### config.mk
export PLATFORM = sky130hd
export DESIGN_NAME = chacha20_word_packer
export DESIGN_NICKNAME = d
export VERILOG_FILES = /design/src/rtl/chacha20_pkg.sv /design/src/rtl/chacha20_skid_fifo.sv /design/src/rtl/chacha20_word_packer.sv
export SDC_FILE = /design/constraint.sdc
export NUM_CORES = 1
export LEC_CHECK = 0
export BUFFER_PORTS_ARGS = -buffer_cell sky130_fd_sc_hd__buf_2
export CAP_MARGIN = 20
export CELL_PAD_IN_SITES_DETAIL_PLACEMENT = 1
export CELL_PAD_IN_SITES_GLOBAL_PLACEMENT = 2
export CORE_MARGIN = 8
export CORE_UTILIZATION = 41
export CTS_BUF_LIST = sky130_fd_sc_hd__clkbuf_8
export DETAILED_ROUTE_END_ITERATION = 10
export PLACE_DENSITY = 0.87
export SETUP_SLACK_MARGIN = 0.1
export SYNTH_ARGS = -nofsm -noshare
export SYNTH_HDL_FRONTEND = slang
export SYNTH_SLANG_ARGS = --single-unit
### constraint.sdc
create_clock -name clk -period 5.1 [get_ports clk]
set_clock_uncertainty 0.1 [all_clocks]
set_input_delay 0.765 -clock clk [delete_from_list [all_inputs] [get_ports clk]]
set_output_delay 0.765 -clock clk [all_outputs]
set_load 0.02 [all_outputs]
### src/rtl/chacha20_pkg.sv
// Shared types and helpers for the ChaCha20 word-stream blocks.
package chacha20_pkg;

  localparam int unsigned WORD_W         = 32;
  localparam int unsigned BYTES_PER_WORD = 4;

  typedef enum logic [1:0] {
    ST_IDLE,
    ST_ACCEPT,
    ST_DRAIN,
    ST_DONE
  } pack_state_t;

  // Byte-keep masks, MSB-aligned: first byte of the word lives in lane 3
  localparam logic [3:0] KEEP_1 = 4'b1000;
  localparam logic [3:0] KEEP_2 = 4'b1100;
  localparam logic [3:0] KEEP_3 = 4'b1110;
  localparam logic [3:0] KEEP_4 = 4'b1111;

  // Map number of valid bytes in a word (1..4) to its keep mask
  function automatic logic [3:0] keep_for(input logic [2:0] nbytes);
    case (nbytes)
      3'd1:    return KEEP_1;
      3'd2:    return KEEP_2;
      3'd3:    return KEEP_3;
      default: return KEEP_4;
    endcase
  endfunction

endpackage

### src/rtl/chacha20_skid_fifo.sv
// Two-entry valid/ready FIFO; head entry always sits in 'head' so the
// output is a plain register and is stable while the consumer stalls.
module chacha20_skid_fifo #(
  parameter int unsigned W = 37
) (
  input  logic         clk,
  input  logic         rst_n,
  input  logic [W-1:0] in_data,
  input  logic         in_valid,
  output logic         in_ready,
  output logic [W-1:0] out_data,
  output logic         out_valid,
  input  logic         out_ready,
  output logic [1:0]   count
);

  logic [W-1:0] head;
  logic [W-1:0] tail;
  logic         push;
  logic         pop;

  assign in_ready  = (count != 2'd2);
  assign out_valid = (count != 2'd0);
  assign push      = in_valid && in_ready;
  assign pop       = out_valid && out_ready;
  assign out_data  = head;

  // Storage and occupancy; a pop from a full FIFO shifts tail into head
  always_ff @(posedge clk or negedge rst_n) begin
    if (!rst_n) begin
      head  <= '0;
      tail  <= '0;
      count <= '0;
    end else begin
      if (pop) begin
        if (count == 2'd2)
          head <= tail;
        else if (push)
          head <= in_data;
      end else if (push) begin
        if (count == 2'd0)
          head <= in_data;
        else
          tail <= in_data;
      end
      count <= count + 2'(push) - 2'(pop);
    end
  end

endmodule

### src/rtl/chacha20_word_packer.sv
// Packs a byte stream MSB-first into 32-bit words with keep/last and
// reports message completion and total byte count.
module chacha20_word_packer
  import chacha20_pkg::*;
#(
  parameter logic [7:0]  PAD_BYTE = 8'h00,
  parameter int unsigned CNT_W    = 32
) (
  input  logic             clk,
  input  logic             rst_n,
  input  logic             start,
  input  logic [7:0]       in_data,
  input  logic             in_valid,
  input  logic             in_last,
  output logic             in_ready,
  output logic [31:0]      word_data,
  output logic             word_valid,
  output logic             word_last,
  output logic [3:0]       word_keep,
  input  logic             word_ready,
  output logic             busy,
  output logic             done,
  output logic [CNT_W-1:0] byte_count
);

  localparam int unsigned FIFO_W = WORD_W + 1 + BYTES_PER_WORD;

  pack_state_t               state;
  pack_state_t               state_nxt;
  logic [1:0]                lane_idx;
  logic [23:0]               acc;
  logic                      in_fire;
  logic                      word_push;
  logic                      word_pop;
  logic                      fifo_in_ready;
  logic [1:0]                fifo_count;
  logic [WORD_W-1:0]         push_word;
  logic [BYTES_PER_WORD-1:0] push_keep;
  logic [FIFO_W-1:0]         fifo_in;
  logic [FIFO_W-1:0]         fifo_out;

  assign in_fire   = in_valid && in_ready;
  assign word_push = in_fire && ((lane_idx == 2'd3) || in_last);
  assign word_pop  = word_valid && word_ready;
  assign push_keep = keep_for({1'b0, lane_idx} + 3'd1);
  assign fifo_in   = {push_word, in_last, push_keep};
  assign {word_data, word_last, word_keep} = fifo_out;

  // Assemble the outgoing word from held lanes, the current byte and padding
  always_comb begin
    case (lane_idx)
      2'd0:    push_word = {in_data, PAD_BYTE, PAD_BYTE, PAD_BYTE};
      2'd1:    push_word = {acc[23:16], in_data, PAD_BYTE, PAD_BYTE};
      2'd2:    push_word = {acc[23:8], in_data, PAD_BYTE};
      default: push_word = {acc, in_data};
    endcase
  end

  // State register
  always_ff @(posedge clk or negedge rst_n) begin
    if (!rst_n)
      state <= ST_IDLE;
    else
      state <= state_nxt;
  end

  // Next-state and status outputs; in_ready uses registered FIFO occupancy only
  always_comb begin
    state_nxt = state;
    in_ready  = 1'b0;
    busy      = 1'b0;
    done      = 1'b0;
    case (state)
      ST_IDLE: begin
        if (start)
          state_nxt = ST_ACCEPT;
      end
      ST_ACCEPT: begin
        busy     = 1'b1;
        in_ready = fifo_in_ready;
        if (in_fire && in_last)
          state_nxt = ST_DRAIN;
      end
      ST_DRAIN: begin
        busy = 1'b1;
        if ((fifo_count == 2'd0) || ((fifo_count == 2'd1) && word_pop))
          state_nxt = ST_DONE;
      end
      default: begin
        done      = 1'b1;
        state_nxt = ST_IDLE;
      end
    endcase
  end

  // Lane accumulator and byte counter; lane 3 never needs storing because
  // the fourth byte always completes and pushes the word directly
  always_ff @(posedge clk or negedge rst_n) begin
    if (!rst_n) begin
      lane_idx   <= '0;
      acc        <= '0;
      byte_count <= '0;
    end else if ((state == ST_IDLE) && start) begin
      lane_idx   <= '0;
      acc        <= '0;
      byte_count <= '0;
    end else if (in_fire) begin
      byte_count <= byte_count + CNT_W'(1);
      if (word_push) begin
        lane_idx <= '0;
        acc      <= '0;
      end else begin
        lane_idx <= lane_idx + 2'd1;
        case (lane_idx)
          2'd0:    acc[23:16] <= in_data;
          2'd1:    acc[15:8]  <= in_data;
          default: acc[7:0]   <= in_data;
        endcase
      end
    end
  end

  chacha20_skid_fifo #(
    .W(FIFO_W)
  ) u_fifo (
    .clk      (clk),
    .rst_n    (rst_n),
    .in_data  (fifo_in),
    .in_valid (word_push),
    .in_ready (fifo_in_ready),
    .out_data (fifo_out),
    .out_valid(word_valid),
    .out_ready(word_ready),
    .count    (fifo_count)
  );

endmodule

### After elaboration in Yosys (flattened, before gate mapping)

Index checks and enable logic that the tools add are counted.

| cells by class | value |
|---|---|
| $mul | 0 |
| $add $sub $neg | 5 |
| shift-type cells | 0 |
| divide/modulo/power cells | 0 |
| equal/unequal tests | 15 |
| $lt $le $gt $ge | 0 |
| bitwise gates (word level) | 2 |
| mux-type cells | 25 |
| reduce and logical (&&, ||, !) cells | 28 |

Operators with widths:

| kind | number |
|---|---|
| $mux W37 | 5 |
| $pmux W32 S3 | 1 |
| $mux W24 | 3 |
| $mux W32 | 2 |
| $add A32 B1 Y32 const B | 1 |
| $mux W8 | 3 |
| $mux W2 | 6 |
| $reduce_bool A2 Y1 | 5 |
| $pmux W3 S3 | 1 |
| $reduce_and A3 Y1 | 3 |
| $eq A2 B2 Y1 const B | 4 |
| $ne A2 B2 Y1 const B | 4 |
| $logic_and A1 B1 Y1 | 7 |
| $eq A2 B1 Y1 const B | 3 |
| $eq A3 B2 Y1 const B | 2 |
| $logic_not A2 Y1 | 3 |
| $pmux W2 S3 | 1 |
| $reduce_and A2 Y1 | 3 |
| $reduce_bool A3 Y1 | 2 |
| $reduce_or A2 Y1 | 2 |
| $add A2 B1 Y3 const B | 1 |
| $eq A3 B1 Y1 const B | 1 |
| $mux W1 | 3 |
| $ne A3 B1 Y1 const B | 1 |
| 6 further kinds | 8 |

| word-level totals | value |
|---|---|
| register bits | 136 |
| memories | 0 |
| RAM bits | 0 |
| memory bits (read-only) | 0 |
| logic and storage cells | 84 |
| bits in latches | 0 |

### Longest topological paths before layout

Gate-level depths: netlist of the first run.

| depth | value |
|---|---|
| depth in word-level cells | 8 |
| mapped depth | 9 |
| mapped depth without buffers | 8 |

### By module

From an unflattened synthesis of the first run, not the netlist that was laid out.

| unflattened totals | value |
|---|---|
| cells, all modules | 603 |
| area total of the unflattened synthesis | 6856.6 um^2 |

By module, submodules not included:

| module | area each (um^2) | cells an instance | times used |
|---|---|---|---|
| chacha20_word_packer | 3475.8 | 389 | 1 |
| chacha20_skid_fifo | 3380.7 | 214 | 1 |

### Least setup slack after synthesis of the first run

No wires, ideal clock.

| path | value |
|---|---|
| path type | input -> register |
| start point | input in_valid |
| end point | register byte_count[29] |
| setup slack | 3.013 ns |
| stages on the path | 6 |
| arrival | 1.910 ns |
| setup time | 0.078 ns |
| cells stage by stage | and2_1 and3_1 buf_6 nand4_4 or4_1 a21oi_1 |

| on the way | value |
|---|---|
| word-level cells in the longest chain between the ends | 2 |

Ends and longest elaborated chain:

| element | line | source |
|---|---|---|
| from (decl) | chacha20_word_packer.sv:13 | `input logic in_valid,` |
| $logic_and A1 B1 Y1 | chacha20_word_packer.sv:42 | `assign in_fire = in_valid && in_ready;` |
| $reduce_bool A2 Y1 (no line) | - |  |
| to (signal assigned) | chacha20_word_packer.sv:108 | `byte_count <= byte_count + CNT_W'(1);` |
| to (decl) | chacha20_word_packer.sv:23 | `output logic [CNT_W-1:0] byte_count` |

No other way between the ends.
A chain may end at the register's enable or synchronous reset.

### Final worst setup path of the first run

| path | value |
|---|---|
| start point | register state[1] |
| end point | register u_fifo.head[28], in the netlist u_fifo.out_data[28] |

| on the way | value |
|---|---|
| word-level cells in the longest chain between the ends | 7 |
| elaborated cells between the ends (all ways) | 8 |
| classes of those cells | 1 x eq/ne; 1 x mux; 6 x reduce/logical |

Ends and longest elaborated chain:

| element | line | source |
|---|---|---|
| from (decl) | chacha20_word_packer.sv:28 | `pack_state_t state;` |
| from (signal assigned) | chacha20_word_packer.sv:64 | `state <= state_nxt;` |
| $eq A2 B1 Y1 (*) | chacha20_word_packer.sv:73 | `case (state)` |
| $mux W1 (*) | chacha20_word_packer.sv:73 |  |
| $logic_and A1 B1 Y1 (*) | chacha20_word_packer.sv:42 |  |
| $logic_and A1 B1 Y1 (*) | chacha20_word_packer.sv:43 | `assign word_push = in_fire && ((lane_idx == 2'd3) \|\| in_last);` |
| $logic_and A1 B1 Y1 (*) | chacha20_skid_fifo.sv:24 | `assign push = in_valid && in_ready;` |
| $reduce_bool A2 Y1 (no line) | - |  |
| $reduce_and A3 Y1 (no line) (*) | - |  |
| to (signal assigned) | chacha20_skid_fifo.sv:37 | `head <= tail;` |
| to (signal assigned) | chacha20_skid_fifo.sv:39 | `head <= in_data;` |
| to (signal assigned) | chacha20_skid_fifo.sv:42 | `head <= in_data;` |
| to (decl) | chacha20_skid_fifo.sv:17 | `logic [W-1:0] head;` |

Every way passes the cells marked *; elsewhere a longest branch is shown, timed or not.

==> impl_metrics.tcl, run 1 <==
set metrics [dict create \
    layout.nets 770 \
    fin_crit_sh_pct 54.3 \
    crit_path_end "u_fifo.out_data[28]" \
    final_util_pct 48.0 \
    grt_max_degree 62 \
    rows 46 \
    endpoint_kind "flip-flop" \
    drt-vias-per-instance 5.32 \
    synth_cell_types 48 \
    tightest_slew_ns 0.654 \
    avgRoutedWirePerCell_um 17.5 \
    crit_required_ns 5.36 \
    grt_first_pass_wirelength_um 28500 \
    track_usage_pct 17.8 \
    final_cells 970 \
    grt_pass1_vias 5371 \
    drv_cap 0 \
    cts_setup_buffers 0 \
    synthCells 666 \
    synth_area_um2 6490 \
    worst_setup_path_start_kind "flip-flop" \
    totalWireLength_um 17000 \
    diodes 0 \
    die_w_um 142 \
    finalSetupTns_ns 0 \
    drc 0 \
    final.fill_count 1812 \
    syn2layout_area_growth_pct 15.6 \
    place_hpwl_um 12200 \
    io_pins 87 \
    cp_max_fo 56 \
    dp.cells 938 \
    place.port_buffers 86 \
    reg2reg_depth 8 \
    cts_buffers 17 \
    ys_ff_latch 136 \
    dr.pass1.iters 4 \
    ys_seq_area_share_pct 52.4 \
    cts_num_sinks 136 \
    max-slew-margin-rel_pct 56.4 \
    num_vias 5157 \
    setup_violations 0 \
    synth_top_area_cell "dfrtp_1" \
    synthFlopType "dfrtp_1" \
    drive_above_1_share_pct 23.5 \
    overflow 0 \
    grt_antenna_before_repair 0 \
    r2r-start "state[1]" \
    worstPathArrival_ns 3.03 \
    dieHeight_um 142 \
    start_util_pct 41.5 \
    cts_hold_buf 0 \
    synth-async-reset-ratio_pct 100 \
    synth_edf_count 0 \
    cts.clk_slew.worst_paths_ns 0.07 \
    timing_worst_setup_path_type "reg2reg" \
    status "complete, no violations" \
    p_total_mw 4.12 \
    clk_latency_ns 0.45 \
    finalHoldViolations 0 \
    p_per_area_nw_per_um2 549 \
    period_needed_ns 2.77 \
    cts_tree "yes" \
    synth_area_leaders "dfrtp_1 (52%), a21oi_1 (6.2%), nor2_1 (6.0%)" \
    fmax_mhz 361 \
    die_area_um2 20100 \
    r2r-end "u_fifo.out_data[28]" \
    power_leakage_nw 3.56 \
    slew_violations 0 \
    hp-class "in2async" \
    ctsResizeCount 0 \
    clock_path_buffers 2 \
    drt_iter0_drc 264 \
    yosys.area.top_type_share_pct 52.4 \
    ir_drop_v 0.000302 \
    rsz0062_at_grt "no" \
    crit_start "state[1]" \
    yosysWarnings 0 \
    synth_area_per_cell_um2 9.75 \
    cts_root_buf "clkbuf_8" \
    synth_fp_nets 694 \
    register_area_um2 3400 \
    htreeDepth 4 \
    ff2ff_setup_slack_ns 2.33 \
    ant_nets 0 \
    place.gp.congestion 0.783 \
    multi_input_area_um2 2910 \
    core-area_um2 15700 \
]
## stage by stage
stage	setup WS [ns]	instance area, um^2	hold slack (ns)
after CTS	2.11	7490	0.203
after floorplan	3.01	6490	0.340
after global placement	2.21	7090	0.352
after detailed placement	2.08	7090	0.359
after global routing	2.12	7510	0.216
final	2.33	7510	0.197
## worst max-delay path, cell delays in order, from the launching register on
cell and delay [ns]:
dfrtp_1 0.43, inv_1 0.10, ha_1 0.25, and2_1 0.21, nand2_2 0.17, o31ai_4 0.57, buf_4 0.54, nor2_1 0.10
a21oi_1 0.16
## registers in the layout, indices dropped and copies added, names as in the netlist
name / cells
u_fifo.count: 2
u_fifo.tail: 37
lane_idx: 2
byte_count: 32
u_fifo.out_data: 37
state: 2
acc: 24
## Yosys cell counts (2+ instances only)
master,number
a21oi_1,80
a22oi_1,16
a31oi_1,7
and2_1,12
and3_1,3
and4_1,4
buf_1,3
buf_2,9
buf_4,2
buf_6,2
clkbuf_1,20
dfrtp_1,136
ha_1,14
inv_1,10
mux2_2,33
nand2_1,76
nand2_2,2
nand3_1,21
nand4_1,10
nor2_1,103
nor2b_1,4
nor3_1,2
nor3_4,2
nor4_1,3
o21ai_0,32
o21ai_2,2
o21bai_1,2
o31ai_1,3
or2_2,4
or3_1,10
or4_1,2
xnor2_1,9
xor2_1,13
## logic make-up (layout without fill, tap and decap cells)
group	Yosys count	in the layout	share of synthesized area, %
buffers and inverters	46	134	3.18
AND/OR/NAND/NOR	268	268	20.3
AO/OA/AOI/OAI	146	146	12.6
adder cells (fa/ha/maj)	14	14	2.70
multiplexers	34	34	5.88
flip-flops	136	136	52.4
XOR/XNOR	22	22	2.97
## cells in the final DEF, fill, tap and decap left out, drive strengths merged, types with 4 or more instances in the layout
master    n
nor2b     5
nand2    78
dfrtp   136
or3      10
clkbuf   21
inv      13
xnor2     9
mux2     33
xor2     13
and4      4
a22oi    16
nand4    12
nor2    105
a21oi    81
or2       4
and2     13
a31oi     7
buf      93
nand3    21
ha       14
o21ai    34
nor3      4
nor4      4
## metal layers
layer  vias up  wire length [um]  global-route usage [%]
met5         -                 0                       0
met4         0               256                    6.11
met3        21               753                    4.10
met2        87              8140                    28.7
met1      2619              7830                    23.2
li1       2430                 -                       -
## how the worst min path moves through the flow
stage              startpoint        endpoint
3_3_place_gp   u_fifo.tail[3]  u_fifo.tail[3]
2_1_floorplan  u_fifo.tail[3]  u_fifo.tail[3]
3_5_place_dp   u_fifo.tail[3]  u_fifo.tail[3]
5_1_grt                 rst_n  byte_count[21]
6_report                rst_n  byte_count[22]
4_1_cts                 rst_n  byte_count[22]
## layout make-up
cell class / instances / share of cell area, %
inverter: 10 / 0.500
timing repair buffer: 93 / 6.63
clock buffer: 21 / 3.85
tap: 216 / 3.60
multi-input combinational: 484 / 38.7
clock inverter: 10 / 1.38
sequential: 136 / 45.3
## power by group
part,total [mW],switching (mW),internal [mW]
logic,1.56,0.971,0.593
clock network,0.883,0.407,0.476
registers,1.67,0.217,1.46
(Power assumes the default switching activity.)
==> inputs of run 2 (changes only) <==
--- a/config.mk
+++ b/config.mk
@@ -5,15 +5,16 @@
 export SDC_FILE = /design/constraint.sdc
 export NUM_CORES = 1
 export LEC_CHECK = 0
+export ABC_AREA = 1
 export BUFFER_PORTS_ARGS = -buffer_cell sky130_fd_sc_hd__buf_2
 export CAP_MARGIN = 20
 export CELL_PAD_IN_SITES_DETAIL_PLACEMENT = 1
 export CELL_PAD_IN_SITES_GLOBAL_PLACEMENT = 2
 export CORE_MARGIN = 8
-export CORE_UTILIZATION = 41
+export CORE_UTILIZATION = 36
 export CTS_BUF_LIST = sky130_fd_sc_hd__clkbuf_8
 export DETAILED_ROUTE_END_ITERATION = 10
-export PLACE_DENSITY = 0.87
+export PLACE_DENSITY = 0.82
 export SETUP_SLACK_MARGIN = 0.1
 export SYNTH_ARGS = -nofsm -noshare
 export SYNTH_HDL_FRONTEND = slang
==> constraint.sdc (replaced) <==
create_clock -name clk -period 2.7 [get_ports clk]
set_clock_uncertainty 0.1 [all_clocks]
set_input_delay 0.405 -clock clk [delete_from_list [all_inputs] [get_ports clk]]
set_output_delay 0.405 -clock clk [all_outputs]
set_load 0.02 [all_outputs]
==> impl_metrics.tcl, run 2 <==
set metrics [dict create \
    cts_buffers 17 \
    synthCells 885 \
    placed_cell_area_um2 7730 \
    crit_required_ns 2.89 \
    switching_share_pct 41.4 \
    p_seq_share_pct 39.7 \
    synth_compound_area_share_pct 15.1 \
    worstPathArrival_ns 2.46 \
    ir_drop_v 0.000336 \
    timing_worst_setup_path_type "reg2reg" \
    synth.most_common_cell "nand2_1" \
    synthSimpleGateAreaFrac_pct 26.4 \
    ys_top_cells_by_count "nand2_1 (278), dfrtp_1 (136), o21ai_0 (90)" \
    net-switching-power_mw 3.10 \
    power_frac_clock_pct 22.0 \
    final_cells 1245 \
    track_usage_pct 17.0 \
    ant_nets 0 \
    p_per_area_nw_per_um2 921 \
    htreeDepth 4 \
    grtUsageMet2_pct 29.2 \
    place.port_buffers 86 \
    drc 0 \
    grt_first_pass_wirelength_um 32900 \
    overflow 0 \
    place.gp.congestion 0.776 \
    slowest_delay_ns 0.44 \
    synth_fp_nets 913 \
    hp-class "in2reg" \
    die_area_um2 24400 \
    finalSetupTns_ns 0 \
    final_util_pct 41.8 \
    place_hpwl_um 13900 \
    dr.pass1.iters 4 \
    clk_latency_ns 0.44 \
    ctsResizeCount 0 \
    syn2layout_area_growth_pct 14.8 \
    fin_crit_sh_pct 84.1 \
    diodes 0 \
    layout.nets 996 \
    dieHeight_um 156 \
    grt_pass1_vias 6225 \
    cellInternalPower_mw 4.38 \
    tightest_slew_ns 0.689 \
    rsz0062_at_grt "no" \
    status "complete, no violations" \
    io_pins 87 \
    clock_path_buffers 2 \
    synth_edf_count 0 \
    cts.clk_slew.worst_paths_ns 0.09 \
    max-slew-margin-rel_pct 54.0 \
    totalWireLength_um 19400 \
    path_buf_inv 2 \
    worstPathCellList "inv_1 -> ha_1 -> nand2_1 -> buf_4 -> nand2_2 -> o21ai_2 -> o21ai_0" \
    synth-adder-area-share_pct 2.48 \
    yosys.area.top_type_share_pct 48.1 \
    cp_slowest_cell "dfrtp_1" \
    rows 51 \
    synth_area_per_cell_um2 7.99 \
    met3_usage_pct 3.55 \
    worst_setup_path_start_kind "flip-flop" \
    start_util_pct 36.4 \
    grt_busiest_layer "met2" \
    synth_top_area_cell "dfrtp_1" \
    synth-async-reset-ratio_pct 100 \
    finalHoldViolations 0 \
    grt.met1_usage_pct 21.3 \
    core-area_um2 19400 \
    synthFlopType "dfrtp_1" \
    final_common_cell "nand2_1" \
    ys_ff_latch 136 \
    final_cell_mix "nand2_1 (278), dfrtp_1 (136), o21ai_0 (90)" \
    slew_violations 0 \
    num_vias 5975 \
    crit_family "buffers and inverters" \
    cts_root_buf "clkbuf_8" \
    synth_top_family_by_area "simple AND/OR/NAND/NOR gates" \
    endpoint_kind "flip-flop" \
    die_w_um 156 \
    period_needed_ns 2.27 \
    synth_area_leaders "dfrtp_1 (48%), nand2_1 (15%), o21ai_0 (6.4%)" \
    yosysWarnings 0 \
    fmax_mhz 441 \
    cp_max_fo 43 \
    synthXorXnorAreaFrac_pct 0.248 \
    drt_iter0_drc 376 \
    ys_seq_area_share_pct 48.1 \
    cts_tree "yes" \
    drt-vias-per-instance 4.80 \
    cts_num_sinks 136 \
    grt_max_degree 50 \
    p_comb_share_pct 38.3 \
    setup_violations 0 \
    fin_area_um2 8120 \
    synth_cell_types 40 \
    dp.cells 1213 \
    drv_cap 0 \
    muxShareOfSynthArea_pct 0.142 \
    avgRoutedWirePerCell_um 15.6 \
    drive_above_1_share_pct 20.2 \
    synth_area_um2 7070 \
    power_leakage_nw 4.03 \
    grt_antenna_before_repair 0 \
]
run 2: cell count changes after synthesis, moves of 33 or more:
cell / change
nand2_1: +202
a21oi_1: -61
o21ai_0: +58
mux2_2: -33
o21ai_2: +44
inv_1: +60
run 2: final timing paths:
check,end,cells after the start,start,slack (ns)
setup / recovery,acc[5],7,state[0],0.43
hold / removal,u_fifo.tail[11],3,in_data[6],0.22
setup reg to reg,acc[5],7,state[0],0.43
hold reg to reg,u_fifo.tail[36],2,u_fifo.tail[36],0.38
max in group asynchronous,u_fifo.tail[19],3,rst_n,1.41
min in group asynchronous,u_fifo.out_data[10],2,rst_n,0.37
run 2: kinds of logic (layout without fill, tap and decap cells):
kind of cell | after synthesis | in the layout
buffers and inverters | 111 | 206
adder cells (fa/ha/maj) | 14 | 14
flip-flops | 136 | 136
AO/OA/AOI/OAI | 175 | 175
multiplexers | 1 | 1
AND/OR/NAND/NOR | 446 | 446
XOR/XNOR | 2 | 2
run 2: cell type report:
class	count	area, um^2
clock buffer	19	262
multi-input combinational	638	3140
fill	2394	11300
tap	265	332
timing repair buffer	100	582
inverter	75	284
sequential	136	3400
clock inverter	12	118
run 2: tightest hold or removal path, cell delays in order:
cell,delay [ns]
buf_2,0.15
nand2_1,0.09
o21ai_1,0.07
run 2: timing repair:
item	in CTS	in global routing
hold buffers	1	0
setup buffers	0	0
endpoints found under the hold margin	46	0
run 2: power groups by stage:
stage | Clock, mW | Sequential [mW] | Combinational (mW)
5_1_grt | 1.78 | 3.05 | 3.27
3_3_place_gp | 0 | 2.99 | 2.86
3_5_place_dp | 0 | 3.01 | 2.93
4_1_cts | 1.71 | 2.97 | 2.94
2_1_floorplan | 0 | 3.24 | 1.93
6_report | 1.64 | 2.97 | 2.87
run 2: per-stage QoR:
step / hold slack (ns) / power (mW) / worst slack, ns
floorplan: 0.00941 / 5.17 / 0.906
global placement: 0.291 / 5.85 / 0.525
detailed placement: 0.295 / 5.94 / 0.418
CTS: 0.188 / 7.62 / 0.398
global route: 0.208 / 8.11 / 0.200
finish: 0.216 / 7.48 / 0.430
run 2: layer usage:
| layer | part of all wire [%] | vias up |
|---|---|---|
| met5 | 0 | - |
| met4 | 1.0 | 0 |
| met3 | 3.2 | 14 |
| met2 | 49 | 74 |
| met1 | 47 | 2877 |
| li1 | - | 3010 |
==> inputs of run 3 (changes only) <==
==> constraint.sdc (replaced) <==
create_clock -name clk -period 2.1 [get_ports clk]
set_clock_uncertainty 0.1 [all_clocks]
set_input_delay 0.315 -clock clk [delete_from_list [all_inputs] [get_ports clk]]
set_output_delay 0.315 -clock clk [all_outputs]
set_load 0.02 [all_outputs]
==> impl_metrics.tcl, run 3 (same netlist as run 2, synthesis figures left out) <==
set metrics [dict create \
    status "complete, no violations" \
    placed_cell_area_um2 7830 \
    drt-vias-per-instance 4.81 \
    clk_latency_ns 0.45 \
    hold_depth 3 \
    slowest_delay_ns 0.38 \
    worstPathCellList "inv_1 -> ha_2 -> nand3_4 -> buf_12 -> buf_4 -> a21oi_1 -> ha_1 -> xnor2_1 -> xor2_1" \
    drive_above_1_share_pct 22.9 \
    r2r-start "state[1]" \
    track_usage_pct 16.9 \
    dr.pass1.iters 4 \
    drv_cap 0 \
    fin_area_um2 8570 \
    fin_crit_sh_pct 90.7 \
    min_to "u_fifo.tail[5]" \
    switching_share_pct 39.6 \
    wl_met3_um 695 \
    power_leakage_nw 4.25 \
    post-place-ws_ns -0.0509 \
    crit_required_ns 2.37 \
    reg2reg_depth 9 \
    start_util_pct 36.4 \
    rows 51 \
    rsz0062_at_grt "no" \
    max-slew-margin-rel_pct 73.5 \
    setup_ws_ns 0.195 \
    ir_drop_v 0.000467 \
    layout.nets 1020 \
    cts_num_sinks 136 \
    clock_path_buffers 2 \
    final_common_cell "nand2_1" \
    endpoint_kind "flip-flop" \
    cp_max_fo 3 \
    cts.clk_slew.worst_paths_ns 0.09 \
    htreeDepth 4 \
    core-area_um2 19400 \
    cp_slowest_cell "dfrtp_1" \
    overflow 0 \
    place.port_buffers 86 \
    cts_tree "yes" \
    p_seq_share_pct 36.6 \
    grt_antenna_before_repair 0 \
    p_total_mw 10.5 \
    min_from "in_data[0]" \
    p_per_area_nw_per_um2 1220 \
    syn2layout_area_growth_pct 21.2 \
    place_hpwl_um 14300 \
    r2r-end "u_fifo.count[1]" \
    diodes 0 \
    final_util_pct 44.2 \
    timing_worst_setup_path_type "reg2reg" \
    cts_buffers 17 \
    totalWireLength_um 19700 \
    worst_hold_slack_ns 0.122 \
    power_frac_clock_pct 24.8 \
    drc 0 \
    worst_setup_path_start_kind "flip-flop" \
    die_area_um2 24400 \
    num_vias 6110 \
    slew_violations 0 \
    wl_met1_um 8800 \
    dieHeight_um 156 \
    ff2ff_setup_slack_ns 0.20 \
    final_cell_mix "nand2_1 (277), dfrtp_1 (135), o21ai_0 (87)" \
    fmax_mhz 525 \
    cellInternalPower_mw 6.33 \
    drt_iter0_drc 262 \
    die_w_um 156 \
    tightest_slew_ns 0.397 \
    avgRoutedWirePerCell_um 15.5 \
    wl_met2_um 9960 \
    hp-class "in2reg" \
    period_needed_ns 1.90 \
    p_comb_share_pct 38.7 \
    grt_first_pass_wirelength_um 33100 \
    grt_pass1_vias 6502 \
    net-switching-power_mw 4.14 \
    setup_violations 0 \
    grt_max_degree 47 \
    worstPathArrival_ns 2.17 \
    io_pins 87 \
    ant_nets 0 \
    finalHoldViolations 0 \
    place.gp.congestion 0.831 \
    cts_root_buf "clkbuf_8" \
    top_layer "met4" \
]
[run 3: cell types whose count changed in the layout (fill, tap and decap cells not counted), sizes merged]
cell	previous run	this run
bufinv	1	5
inv	77	79
clkinvlp	4	0
clkinv	5	6
clkbuf	19	17
buf	99	123
[run 3: how the worst max path moves through the flow]
stage | from | end | slack, ns | cells after the start
3_5_place_dp | state[0] | acc[9] | -0.05 | 7
6_report | state[1] | u_fifo.count[1] | 0.20 | 9
4_1_cts | state[0] | acc[7] | 0.1 | 8
5_1_grt | state[1] | u_fifo.tail[25] | 0.09 | 10
2_1_floorplan | state[0] | acc[6] | 0.31 | 7
3_3_place_gp | state[0] | acc[6] | 0.05 | 7
[run 3: stage by stage]
| step | setup TNS, ns | cells |
|---|---|---|
| floorplan | 0 | 885 |
| global placement | 0 | 1223 |
| detailed placement | -0.339 | 1223 |
| CTS | 0 | 1264 |
| global route | 0 | 1270 |
| finish | 0 | 1270 |
[run 3: per-layer routing]
layer,vias to the layer above,global-route usage [%]
li1,3055,-
met1,2951,20.4
met2,82,30.0
met3,22,3.66
met4,0,4.49
met5,-,0
[run 3: final cells by class]
cell class                      count  area (um^2)
Clock inverter                     15          241
Clock buffer                       17          234
Tap cell                          265          332
Timing Repair Buffer              124          873
Sequential cell                   136         3400
Multi-Input combinational cell    638         3200
Inverter                           75          284
Fill cell                        2432        10800
[run 3: power by group through the flow]
| stage | registers (mW) | logic (mW) | clock network (mW) |
|---|---|---|---|
| after floorplan | 4.16 | 2.49 | 0 |
| after global placement | 3.85 | 3.73 | 0 |
| after detailed placement | 3.88 | 3.85 | 0 |
| after CTS | 3.84 | 4.08 | 2.66 |
| after global routing | 3.93 | 4.55 | 2.77 |
| final | 3.83 | 4.05 | 2.59 |
[run 3: critical path: cells and delay by family (launching register included)]
kind / cells / cell delay [ns]
compound gates: 1 / 0.15
xor+xnor: 2 / 0.29
fa+ha+maj: 2 / 0.40
buf+inv: 3 / 0.36
flops: 1 / 0.38
simple gates: 1 / 0.12
[run 3: repair_timing]
item | in CTS | in global routing
resized for setup | 6 | 15
pin swaps | 4 | 2
cloned | 1 | 0
hold buffers | 1 | 0
endpoints found under the setup margin | 68 | 77
setup buffers | 7 | 6
hold endpoints to repair | 39 | 0
